$ cat src/rtl/lsu_dmem_master.sv
// ============================================================================
// Module   : lsu_dmem_master
// Brief    : Load/store initiator for a byte-strobed, word-addressed data SRAM.
//            Optional perf counters enabled by defining LSU_PERF_CNT_EN.
// Revision : 1.0 - initial release
// ============================================================================
`default_nettype none

module lsu_dmem_master #(
    parameter int          ADDR_W    = 12,
    parameter logic [31:0] BASE_ADDR = 32'h0000_0000
) (
    input  logic              clk,
    input  logic              rst_n,
    input  logic              req_valid,
    output logic              req_ready,
    input  logic              req_we,
    input  logic [2:0]        req_funct3,
    input  logic [31:0]       req_addr,
    input  logic [31:0]       req_wdata,
    output logic              rsp_valid,
    input  logic              rsp_ready,
    output logic [31:0]       rsp_rdata,
    output logic [1:0]        rsp_fault,
    output logic              data_enable,
    output logic              data_read,
    output logic [3:0]        mem_wstrb,
    output logic [ADDR_W-1:0] ram_address,
    output logic [31:0]       ram_store,
    input  logic [31:0]       ram_fetch,
    output logic [31:0]       cnt_load,
    output logic [31:0]       cnt_store,
    output logic [31:0]       cnt_fault
);

    localparam logic [1:0] IDLE    = 2'd0;
    localparam logic [1:0] ACCESS  = 2'd1;
    localparam logic [1:0] CAPTURE = 2'd2;
    localparam logic [1:0] RESP    = 2'd3;

    logic [1:0]  state, state_nxt;
    logic        accept;
    logic        illegal, misaligned, out_of_range;
    logic [1:0]  fault_code;
    logic [3:0]  strb;
    logic [31:0] store_data;
    logic        we_q;
    logic [2:0]  f3_q;
    logic [1:0]  off_q;
    logic [7:0]  sel_byte;
    logic [15:0] sel_half;
    logic [31:0] load_data;
    logic        req_ready_nxt, rsp_valid_nxt, data_enable_nxt, data_read_nxt;

    assign accept = req_valid & req_ready;

    // Request decode; fault priority is illegal > misaligned > range
    always_comb begin
        illegal      = req_we ? (req_funct3 >= 3'd3)
                              : (req_funct3 == 3'd3 || req_funct3 == 3'd6 || req_funct3 == 3'd7);
        misaligned   = (req_funct3[1:0] == 2'b01 && req_addr[0]) ||
                       (req_funct3[1:0] == 2'b10 && req_addr[1:0] != 2'b00);
        out_of_range = req_addr[31:ADDR_W+2] != BASE_ADDR[31:ADDR_W+2];
        if (illegal)           fault_code = 2'b11;
        else if (misaligned)   fault_code = 2'b01;
        else if (out_of_range) fault_code = 2'b10;
        else                   fault_code = 2'b00;
    end

    always_comb begin
        strb       = 4'b0000;
        store_data = 32'h0;
        case (req_funct3[1:0])
            2'b00: begin
                strb       = 4'b0001 << req_addr[1:0];
                store_data = {24'h0, req_wdata[7:0]};
            end
            2'b01: begin
                strb       = req_addr[1] ? 4'b1100 : 4'b0011;
                store_data = {16'h0, req_wdata[15:0]};
            end
            default: begin
                strb       = 4'b1111;
                store_data = req_wdata;
            end
        endcase
    end

    always_comb begin
        sel_byte  = ram_fetch[8*off_q +: 8];
        sel_half  = off_q[1] ? ram_fetch[31:16] : ram_fetch[15:0];
        case (f3_q)
            3'b000:  load_data = {{24{sel_byte[7]}}, sel_byte};
            3'b100:  load_data = {24'h0, sel_byte};
            3'b001:  load_data = {{16{sel_half[15]}}, sel_half};
            3'b101:  load_data = {16'h0, sel_half};
            default: load_data = ram_fetch;
        endcase
    end

    // State register plus the registered control outputs
    always_ff @(posedge clk or negedge rst_n) begin
        if (!rst_n) begin
            state       <= IDLE;
            req_ready   <= 1'b1;
            rsp_valid   <= 1'b0;
            data_enable <= 1'b0;
            data_read   <= 1'b1;
        end else begin
            state       <= state_nxt;
            req_ready   <= req_ready_nxt;
            rsp_valid   <= rsp_valid_nxt;
            data_enable <= data_enable_nxt;
            data_read   <= data_read_nxt;
        end
    end

    always_comb begin
        state_nxt = state;
        case (state)
            IDLE:    if (accept) state_nxt = (fault_code != 2'b00) ? RESP : ACCESS;
            ACCESS:  state_nxt = we_q ? RESP : CAPTURE;
            CAPTURE: state_nxt = RESP;
            RESP:    if (rsp_ready) state_nxt = IDLE;
            default: state_nxt = IDLE;
        endcase
    end

    // Only IDLE -> ACCESS enters ACCESS, so the live req_we is the right direction
    always_comb begin
        req_ready_nxt   = (state_nxt == IDLE);
        rsp_valid_nxt   = (state_nxt == RESP);
        data_enable_nxt = (state_nxt == ACCESS);
        data_read_nxt   = !((state_nxt == ACCESS) && req_we);
    end

    always_ff @(posedge clk or negedge rst_n) begin
        if (!rst_n) begin
            we_q        <= 1'b0;
            f3_q        <= 3'b000;
            off_q       <= 2'b00;
            rsp_rdata   <= 32'h0;
            rsp_fault   <= 2'b00;
            mem_wstrb   <= 4'b0000;
            ram_address <= '0;
            ram_store   <= 32'h0;
        end else begin
            if (state == IDLE && accept) begin
                we_q      <= req_we;
                f3_q      <= req_funct3;
                off_q     <= req_addr[1:0];
                rsp_fault <= fault_code;
                rsp_rdata <= 32'h0;
                if (fault_code == 2'b00) begin
                    ram_address <= req_addr[ADDR_W+1:2];
                    mem_wstrb   <= req_we ? strb : 4'b0000;
                    ram_store   <= req_we ? store_data : 32'h0;
                end
            end else if (state == ACCESS) begin
                mem_wstrb <= 4'b0000;
                ram_store <= 32'h0;
            end else if (state == CAPTURE) begin
                rsp_rdata <= load_data;
            end
        end
    end

`ifdef LSU_PERF_CNT_EN
    always_ff @(posedge clk or negedge rst_n) begin
        if (!rst_n) begin
            cnt_load  <= 32'h0;
            cnt_store <= 32'h0;
            cnt_fault <= 32'h0;
        end else begin
            if (state == CAPTURE)                          cnt_load  <= cnt_load + 32'd1;
            if (state == ACCESS && we_q)                   cnt_store <= cnt_store + 32'd1;
            if (state == IDLE && accept && fault_code != 2'b00) cnt_fault <= cnt_fault + 32'd1;
        end
    end
`else
    assign cnt_load  = 32'h0;
    assign cnt_store = 32'h0;
    assign cnt_fault = 32'h0;
`endif

endmodule

`default_nettype wire

$ cat config.mk
export PLATFORM = sky130hd
export DESIGN_NAME = lsu_dmem_master
export DESIGN_NICKNAME = d
export VERILOG_FILES = /design/src/rtl/lsu_dmem_master.sv
export SDC_FILE = /design/constraint.sdc
export NUM_CORES = 1
export LEC_CHECK = 0
export CAP_MARGIN = 20
export CELL_PAD_IN_SITES_DETAIL_PLACEMENT = 0
export CELL_PAD_IN_SITES_GLOBAL_PLACEMENT = 1
export CORE_UTILIZATION = 30
export DETAILED_ROUTE_END_ITERATION = 10
export GPL_TIMING_DRIVEN = 0
export PLACE_DENSITY_LB_ADDON = 0.08
export RECOVER_POWER = 100
export SLEW_MARGIN = 30
export SYNTH_ARGS = -nofsm -noshare
export SYNTH_HDL_FRONTEND = slang
export SYNTH_SLANG_ARGS = --single-unit
export TNS_END_PERCENT = 30
$ cat constraint.sdc
create_clock -name clk -period 5.7 [get_ports clk]
set_clock_uncertainty 0.15 [all_clocks]
set_input_delay 0.57 -clock clk [delete_from_list [all_inputs] [get_ports clk]]
set_output_delay 0.57 -clock clk [all_outputs]
set_load 0.05 [all_outputs]
==> results.cfg <==
[finish]
diodes = 0
multiInputGateArea_um2 = 2170
fillers = 1577
drive_above_1_share = 0.164
syn2layout_area_growth_pct = 55.1
fin_nets = 904
seq_area_um2 = 2350

[global_routing]
grt_pass1_vias = 4379
grt_max_degree = 68
overflow = 0
grt_usage = 0.170
grt_pass1_wl_um = 23200
antenna_found_initial = 1

[yosys]
synthFlopType = dfrtp_1
netlist.area_leader.share = 0.454
synthArstFlopShare = 1.00
synth_cells = 504
yosysWarningCount = 0
synth_area_um2 = 5070
synth_most_common_cell = nand2_1
ys_types = 44
seq_area_frac_synth = 0.465
ys_top_cells_by_count = nand2_1 (110), buf_4 (100), dfrtp_1 (92), mux2i_1 (38), nor2_1 (20)
synth-edff-count = 0
synth_area_leader_cell = dfrtp_1
synth_seq_cells = 94
synthTopCellsByArea = dfrtp_1 (45%), buf_4 (15%), nand2_1 (8.2%), mux2i_1 (7.5%), a221o_1 (3.2%)
postSynthAreaPerCell_um2 = 10.1

[floorplan]
ios = 286
fp-row-count = 47
fp.dieArea_um2 = 17400
core_area_um2 = 16500
fp.dieH_um = 132
die_width_um = 132
start_util = 0.307

[placement]
port_buffers = 188
place.detailed.hpwl_um = 11200
dp_slack_ps = 2640
place_congestion = 0.798

[clock_tree]
clock_latency_ps = 340
ctsResizeCount = 0
postCtsSetupBuffers = 0
clkSlewWorstSetupHoldPaths_ps = 70
numClockSinks = 94
cts_buffer_depth = 2
numCtsBuffers = 9
clockRootBuffer = clkbuf_16
cts_tree = done
htree_levels = 3

[sta]
setup_violations = 0
slew_headroom = -0.0987
finalWorstSetupSlack_ps = 1940
maxSlewViolCount = 28
period_needed_ps = 3760
clock.fmax_mhz = 266
finalHoldViolations = 0
grt_setup_unrepaired = no
finalSetupTns_ps = 0
finalCritPeriodShare = 0.660
worstMarginPinSlew_ps = 1650

[drt]
drcViolationCount = 0
drtIter0Drc = 172
wl_um = 14500
vias = 4365
vias_per_cell = 4.26
wl_per_cell_um = 14.2
antenna_left = 0
firstDrtPassIters = 6

[power_and_ir_drop]
p_leak_nw = 3.79
peakVddDrop_uv = 266
power-per-cell-area_nw_per_um2 = 388

[worst_hold_path]
hold_depth = 2
hp-start = rsp_rdata[6]
worstHoldPathType = flip-flop to flip-flop
hold_end = rsp_rdata[6]

[setup_path]
reg2reg_depth = 5
max_stage_delay_ps = 860
cpMaxStageDelayCell = nor4_1
r2r-end = mem_wstrb[0]
cp_num_buf_inv = 3
end_kind = flip-flop
worst-setup-path-type = primary input to flip-flop
critPathTopFamily = buffers and inverters
rrSetupSlack_ps = 2630
critPathArrivalTime_ps = 3880
start_kind = primary input
worstPathMaxFanout = 10
r2r_start = req_ready
required_ps = 5820
path_cells = dlygate4sd3_1, nor4_1, nand4_1, nor4_1, clkbuf_1, clkbuf_1, mux2i_1

[outcome]
status = finished with violations
violations = capacitance limit, slew limit

[flow_run]
drv_cap = 1
worst reg2reg max path, cell delays in order, from the launching register on:
cell and delay [ps]:
dfstp_2 580, nand4bb_1 130, nor4_1 740, clkbuf_1 510
clkbuf_1 630, mux2i_1 260
area by class of cell:
class                      instances  area share
buffer                           123       0.105
inverter                           5     0.00239
multi-input combinational        377       0.276
tap                              220      0.0350
clock inverter                     4     0.00382
clock buffer                      12      0.0339
timing repair buffer             190       0.243
sequential                        94       0.300
cell usage in the layout, fill, tap and decap left out, drive strengths merged, types with 3 or more instances in the layout:
master and count:
nor4 4, a221o 16, o21ai 14, conb 96, o221ai 7, nand2 110
a21oi 8, nor2 20, mux2i 38, dfrtp 92, a32o 8, mux2 21
dlygate4sd3 90, clkinv 3, clkbuf 35, clkdlybuf4s50 98, nand2b 10, inv 5
buf 102
flip-flops by register name, indices dropped and copies added (netlist names), 2 cells and up:
register / count
ram_store: 32
state: 2
off_q: 2
rsp_fault: 2
rsp_rdata: 32
f3_q: 3
ram_address: 12
mem_wstrb: 4
where the power goes:
group          internal, mW  total [mW]  switching, mW
clock network         0.333       0.594          0.261
logic                 0.520        1.54           1.02
registers             0.823       0.922         0.0994
stage by stage:
stage | utilization | power [mW] | cells | cell area [um^2] | hold slack, ps
6_report | 0.476 | 3.05 | 1025 | 7860 | 330
5_1_grt | 0.476 | 3.22 | 1025 | 7860 | 353
4_1_cts | 0.479 | 3.15 | 1025 | 7920 | 340
3_5_place_dp | 0.460 | 2.54 | 1008 | 7610 | 311
3_3_place_gp | 0.459 | 2.51 | 1007 | 7580 | 314
2_1_floorplan | - | 2.01 | 599 | 5420 | 124
cell families after synthesis:
group                  count (synthesis)  share of synthesized area
buffers and inverters                128                      0.172
DFF                                   94                      0.465
muxes                                 60                      0.126
other                                  1                   0.000740
AOI/OAI and AO/OA                     63                     0.0973
and+or+nand+nor                      158                      0.139
metal layers:
| layer | vias to the layer above | GRT usage | wire length [um] |
|---|---|---|---|
| met2 | 176 | 0.283 | 7010 |
| met5 | - | 0 | 0 |
| li1 | 2114 | - | - |
| met4 | 0 | 0.0640 | 207 |
| met1 | 2063 | 0.200 | 5970 |
| met3 | 12 | 0.0592 | 1350 |
how the worst max path moves through the flow:
stage	slack [ps]	depth (start not counted)	end	start
finish	1940	7	mem_wstrb[0]	req_addr[14]
global route	1550	7	ram_store[29]	req_addr[14]
CTS	3010	7	ram_store[28]	req_addr[22]
detailed placement	2640	7	mem_wstrb[0]	req_addr[15]
global placement	200	1	ram_store[2]	rst_n
floorplan	3470	4	ram_address[10]	req_addr[18]
what timing repair did:
action,CTS,global route
hold endpoints to repair,27,0
endpoints found under the setup margin,0,0
hold buffers,1,0
Note: power is estimated with default switching activity, not from simulation.
==> patch 1, RTL diff (same flow settings) <==
Add a define of `LSU_PERF_CNT_EN`.
--- a/src/rtl/lsu_dmem_master.sv
+++ b/src/rtl/lsu_dmem_master.sv
@@ -5,6 +5,8 @@
 // Revision : 1.0 - initial release
 // ============================================================================
 `default_nettype none
+
+`define LSU_PERF_CNT_EN
 
 module lsu_dmem_master #(
     parameter int          ADDR_W    = 12,
Function: changed (a bounded check fails within 4 cycles, from zero or initial values and one cycle with rst_n low).
==> patch 1 against the unedited design <==
The flow still finishes with violations (max-capacitance violations, max-slew violations); register-to-register slack got worse by 0.27 ns; sequential share of layout area rose by 8.2 points; wire length rose by 74%; area after synthesis rose by 70%; total power rose by 57%; fmax rose by 7.1%; combinational power rose by 18%; clock power rose by 110%; critical path depth fell by 1; die area rose by 69%; sequential cell count rose by 96; final area rose by 59%; worst setup slack improved by 0.25 ns; largest cell class is now flip-flops and latches; highest routed layer is now met5.
==> patch 1: results (changes against the unedited design) <==
| Metric | Value |
|---|---|
| R2R Path End | `ram_address[10] (was mem_wstrb[0])` |
| Int Pwr | `2.757 mW (was 1.676 mW)` |
| Placed Cells | `1,495 (was 1,008)` |
| Detailed Route Iter0 Violations | `271 (was 172)` |
| Mapped Avg Cell Area | `10.37 sq um (was 10.05 sq um)` |
| Share of cells above drive strength 1 | `6.174% (was 16.40%)` |
| Top post-synthesis cells by area | `dfrtp_1 (55%), xnor2_1 (7.7%), nand2_1 (7.1%) (was dfrtp_1 (45%), buf_4 (15%), nand2_1 (8.2%))` |
| Hold Slack | `0.2738 ns (was 0.3304 ns)` |
| H-tree Lvls | `4 (was 3)` |
| First-pass DRT Iterations | `5 (was 6)` |
| Hold Crit Class | `input pin to flop (was flop to flop)` |
| Layout Nets | `1,244 (was 904)` |
| Reg-to-reg slack, setup | `2.36 ns (was 2.63 ns)` |
| Initial antenna violation count | `2 (was 1)` |
| Final WL | `25.29 mm (was 14.54 mm)` |
| First-pass GRT wire length | `39.34 mm (was 23.17 mm)` |
| Max-Cap Viols | `1 (unchanged)` |
| HPWL Detailed | `18.86 mm (was 11.22 mm)` |
| Leakage | `5.908 nW (was 3.788 nW)` |
| Slew Viols, Final | `41 (was 28)` |
| WHS Path Cells | `3 (was 2)` |
| Global-route usage over all layers | `17.36% (was 16.97%)` |
| Largest net degree at the start of global routing | `79 (was 68)` |
| Vias in the first global route | `6,969 (was 4,379)` |
| Slew HR | `-53.63% (was -9.870%)` |
| Filler cells | `2,769 (was 1,577)` |
| R2R cell count | `6 (was 5)` |
| Status | `finished with violations (unchanged)` |
| Max rail drop VDD | `0.1509 mV (was 0.2658 mV)` |
| CP arrival | `3.68 ns (was 3.88 ns)` |
| Via density | `4.592 (was 4.259)` |
| Clock latency on the worst-skew pair | `0.43 ns (was 0.34 ns)` |
| Distinct cells, synth | `56 (was 44)` |
| Sequential-to-total area share from yosys stat | `55.21% (was 46.48%)` |
| Failing checks | `max-capacitance violations, max-slew violations (unchanged)` |
| Hold Path End | `f3_q[0] (was rsp_rdata[6])` |
| Wire per inst | `16.54 microns (was 14.18 microns)` |
| Placer Congestion | `0.7456 (was 0.7984)` |
| Hold Crit Start | `req_funct3[0] (was rsp_rdata[6])` |
patch 1: worst max path at each step:
stage / from / slack [ns] / end
2_1_floorplan: req_funct3[0] / 3.47 / ram_address[10]
3_3_place_gp: rst_n / -4.81 / cnt_fault[15]
3_5_place_dp: req_we / 2.68 / ram_address[10]
4_1_cts: req_ready / 3.06 / req_ready
5_1_grt: req_we / 1.93 / ram_address[10]
6_report: req_we / 2.19 / ram_address[10]
patch 1: cell type report:
type / instances / area, sq um / share of cell area [%]
inverters: 8 / 30.03 / 0.2409
plain buffers: 38 / 170.2 / 1.365
well taps: 378 / 473.0 / 3.794
multi-input cells: 595 / 3495 / 28.03
flip-flops and latches: 190 / 4757 / 38.16
clock buffers: 18 / 439.2 / 3.523
diodes: 1 / 2.502 / 0.02007
repair buffers: 287 / 2902 / 23.28
clock inverters: 14 / 197.7 / 1.586
patch 1: power by group through the flow:
stage	Combinational (mW)	Clock, mW	Sequential (mW)
floorplan	0.636	0	2.30
global placement	1.95	0	1.73
detailed placement	1.95	0	1.73
CTS	1.96	1.32	1.71
global route	1.97	1.36	1.73
finish	1.82	1.27	1.69
patch 1: kinds of logic after synthesis:
kind of cell	synth area share [%]
adders and majority gates	0.4357
DFF	55.21
muxes	3.006
and+or+nand+nor	22.25
xor gates and xnor gates	9.454
buffers and inverters	2.977
AOI/OAI and AO/OA	6.666
patch 1: routing by layer:
metal  track usage, %  part of all wire (%)  vias to the layer above  wire (microns)
met1            23.40                    45                     3356           11480
met3            4.625                   5.8                       20            1464
met2            27.21                    48                      171           12020
met4            4.969                   1.2                        2             311
li1                 -                     -                     3472               -
met5                0                 0.051                        -              13
patch 1: critical path, stage by stage:
cell,delay [ns]
dlygate4sd3_1,0.68
a221oi_1,0.34
a21oi_1,0.17
nor4_1,1.02
clkbuf_1,0.49
mux2_2,0.39
patch 1: stage by stage:
stage	power, mW	instance area (sq um)
global placement	3.678	11930
finish	4.780	12470
CTS	4.983	12640
detailed placement	3.682	11990
global route	5.065	12460
floorplan	2.933	8616
==> patch 2, RTL diff (config.mk and constraints unchanged) <==
Without the edit above. Register the output `rsp_fault` once more, without a reset; this adds one clock of latency there. The other outputs are not delayed to match.
--- a/src/rtl/lsu_dmem_master.sv
+++ b/src/rtl/lsu_dmem_master.sv
@@ -37,6 +37,8 @@
     localparam logic [1:0] ACCESS  = 2'd1;
     localparam logic [1:0] CAPTURE = 2'd2;
     localparam logic [1:0] RESP    = 2'd3;
+
+    logic [1:0] rsp_fault_s0;
 
     logic [1:0]  state, state_nxt;
     logic        accept;
@@ -140,7 +142,7 @@
             f3_q        <= 3'b000;
             off_q       <= 2'b00;
             rsp_rdata   <= 32'h0;
-            rsp_fault   <= 2'b00;
+            rsp_fault_s0 <= 2'b00;
             mem_wstrb   <= 4'b0000;
             ram_address <= '0;
             ram_store   <= 32'h0;
@@ -149,7 +151,7 @@
                 we_q      <= req_we;
                 f3_q      <= req_funct3;
                 off_q     <= req_addr[1:0];
-                rsp_fault <= fault_code;
+                rsp_fault_s0 <= fault_code;
                 rsp_rdata <= 32'h0;
                 if (fault_code == 2'b00) begin
                     ram_address <= req_addr[ADDR_W+1:2];
@@ -183,6 +185,10 @@
     assign cnt_fault = 32'h0;
 `endif
 
+    always_ff @(posedge clk) begin
+        rsp_fault <= rsp_fault_s0;
+    end
+
 endmodule
 
 `default_nettype wire
Check against the original RTL: not equivalent (Yosys sat finds a counterexample within 4 cycles, from zero or initial values and one cycle with rst_n low).
==> patch 2 against the unedited design <==
The run still ends with max-capacitance violations, max-slew violations left; first-iteration DRC count increased by 23%; sequential cell count rose by 2; global-route usage decreased by 0.083 points; total power shrank 1.0%; wire length is 3.7% higher; count of clock-buffer cells in the layout unchanged; worst setup slack gained 0.17 ns; synthesized cell count up 2.6%; hold slack got worse by 0.10 ns; final area grew 0.88%; combinational power decreased by 3%; area after synthesis grew 1.2%; critical path type unchanged; critical endpoint is now ram_store[28]; highest routed layer unchanged.
==> patch 2: results (changes against the unedited design) <==
| Metric | Value |
|---|---|
| Status | `finished with violations (unchanged)` |
| Failing checks | `max-capacitance violations, max-slew violations (unchanged)` |
| Share of cells above drive strength 1 | `15.53% (was 16.40%)` |
| Final period utilization | `63.12% (was 66.02%)` |
| Wire per inst | `14.52 microns (was 14.18 microns)` |
| Reg-to-reg slack, setup | `2.54 ns (was 2.63 ns)` |
| Area of the multi-input gates | `0.002201 sq mm (was 0.002172 sq mm)` |
| Largest net degree at the start of global routing | `56 (was 68)` |
| Sequential-to-total area share from yosys stat | `46.72% (was 46.48%)` |
| Synth top cells by count | `nand2_1 (109), buf_4 (99), dfrtp_1 (92) (was nand2_1 (110), buf_4 (100), dfrtp_1 (92))` |
| Max-Cap Viols | `1 (unchanged)` |
| Max rail drop VDD | `0.2480 mV (was 0.2658 mV)` |
| R2R cell count | `6 (was 5)` |
| CP arrival | `3.71 ns (was 3.88 ns)` |
| Filler cells | `1,602 (was 1,577)` |
| N_diodes | `0 (unchanged)` |
| Vias in the first global route | `4,311 (was 4,379)` |
| CP startpoint | `req_addr[1] (was req_addr[14])` |
| Via count | `4,504 (was 4,365)` |
| Placer Congestion | `0.8013 (was 0.7984)` |
| Top post-synthesis cells by area | `dfrtp_1 (45%), buf_4 (14%), nand2_1 (8.0%) (was dfrtp_1 (45%), buf_4 (15%), nand2_1 (8.2%))` |
| Global-route usage over all layers | `16.89% (was 16.97%)` |
| Slew @ Worst Pin | `2.347 ns (was 1.648 ns)` |
| Root Driver | `clkbuf_16 (unchanged)` |
| Async set-reset flop share out of synthesis | `97.92% (was 100.0%)` |
| Slew Viols, Final | `40 (was 28)` |
| Count of buffers inserted at the top-level ports | `188 (unchanged)` |
| HPWL Detailed | `11.67 mm (was 11.22 mm)` |
| Setup bufs post-CTS | `0 (unchanged)` |
| Clk pin slew, worst setup/hold paths | `0.06 ns` |
| Layout Nets | `917 (was 904)` |
| Post_cts resized | `0 (unchanged)` |
| First-pass DRT Iterations | `4 (was 6)` |
| Worst slack, placed | `2.721 ns (was 2.641 ns)` |
| Top_reg_cell synth | `dfrtp_1 (unchanged)` |
| Final hold vios | `0 (unchanged)` |
| Detailed Route Iter0 Violations | `211 (was 172)` |
| Top cell type's share of synthesized area | `44.91% (was 45.44%)` |
| Post-Place Cell Area | `0.007669 sq mm (was 0.007609 sq mm)` |
| Mapped Avg Cell Area | `9.915 sq um (was 10.05 sq um)` |
| First-pass GRT wire length | `23.08 mm (was 23.17 mm)` |
| FF-to-FF Start | `state[0] (was req_ready)` |
| Initial antenna violation count | `0 (was 1)` |
| CTS buffer count | `9 (unchanged)` |
| R2R Path End | `ram_store[28] (was mem_wstrb[0])` |
| Cell Count, Final, Fillers Out | `1,038 (was 1,025)` |
| Leakage | `3.797 nW (was 3.788 nW)` |
| H-tree Lvls | `3 (unchanged)` |
patch 2: cells by family (layout without fill, tap and decap cells):
logic type | count (synthesis) | count (layout) | share of synthesized area [%]
AO/OA/AOI/OAI | 69 | 69 | 10.15
AND/OR/NAND/NOR | 161 | 161 | 13.64
multiplexers | 59 | 59 | 12.23
flip-flops | 96 | 96 | 46.72
buffers and inverters | 131 | 337 | 17.18
other | 1 | 96 | 0.07315
patch 2: layout make-up:
type                            instances  area share, %
Buffer                                126          10.58
Clock buffer                           12          3.236
Clock inverter                          4         0.3631
Inverter                                5         0.2368
Multi-Input combinational cell        385          27.77
Sequential cell                        96          30.21
Tap cell                              220          3.473
Timing Repair Buffer                  190          24.14
patch 2: power by group:
part / total, mW / switching (mW) / leakage (nW) / internal (mW)
sequential: 0.936 / 0.0973 / 1.25 / 0.839
clock: 0.582 / 0.262 / 0.135 / 0.320
combinational: 1.50 / 1.01 / 2.41 / 0.489
total: 3.02 / 1.37 / 3.80 / 1.65
patch 2: routing by layer:
| metal | GRT usage (%) | routed length, microns |
|---|---|---|
| met1 | 20.10 | 6297 |
| met2 | 28.48 | 7345 |
| met3 | 5.594 | 1222 |
| met4 | 5.811 | 204 |
| met5 | 0 | 0 |
patch 2: worst max-delay path, cell delays in order:
cell and delay [ns]:
dlygate4sd3_1 0.64, nor4_1 0.29, a21oi_1 0.11, nor4_1 0.68
clkbuf_1 0.53, clkbuf_1 0.61, mux2i_1 0.27
patch 2: worst min-delay path by stage:
| stage | from | endpoint | slack [ns] | cells after the start |
|---|---|---|---|---|
| global route | rsp_fault_s0[1] | rsp_fault[1] | 0.25 | 0 |
| floorplan | rst_n | data_enable | 0.12 | 0 |
| global placement | rsp_fault_s0[1] | rsp_fault[1] | 0.21 | 0 |
| CTS | rsp_fault_s0[1] | rsp_fault[1] | 0.23 | 0 |
| detailed placement | rsp_fault_s0[1] | rsp_fault[1] | 0.21 | 0 |
| finish | rsp_fault_s0[1] | rsp_fault[1] | 0.23 | 0 |
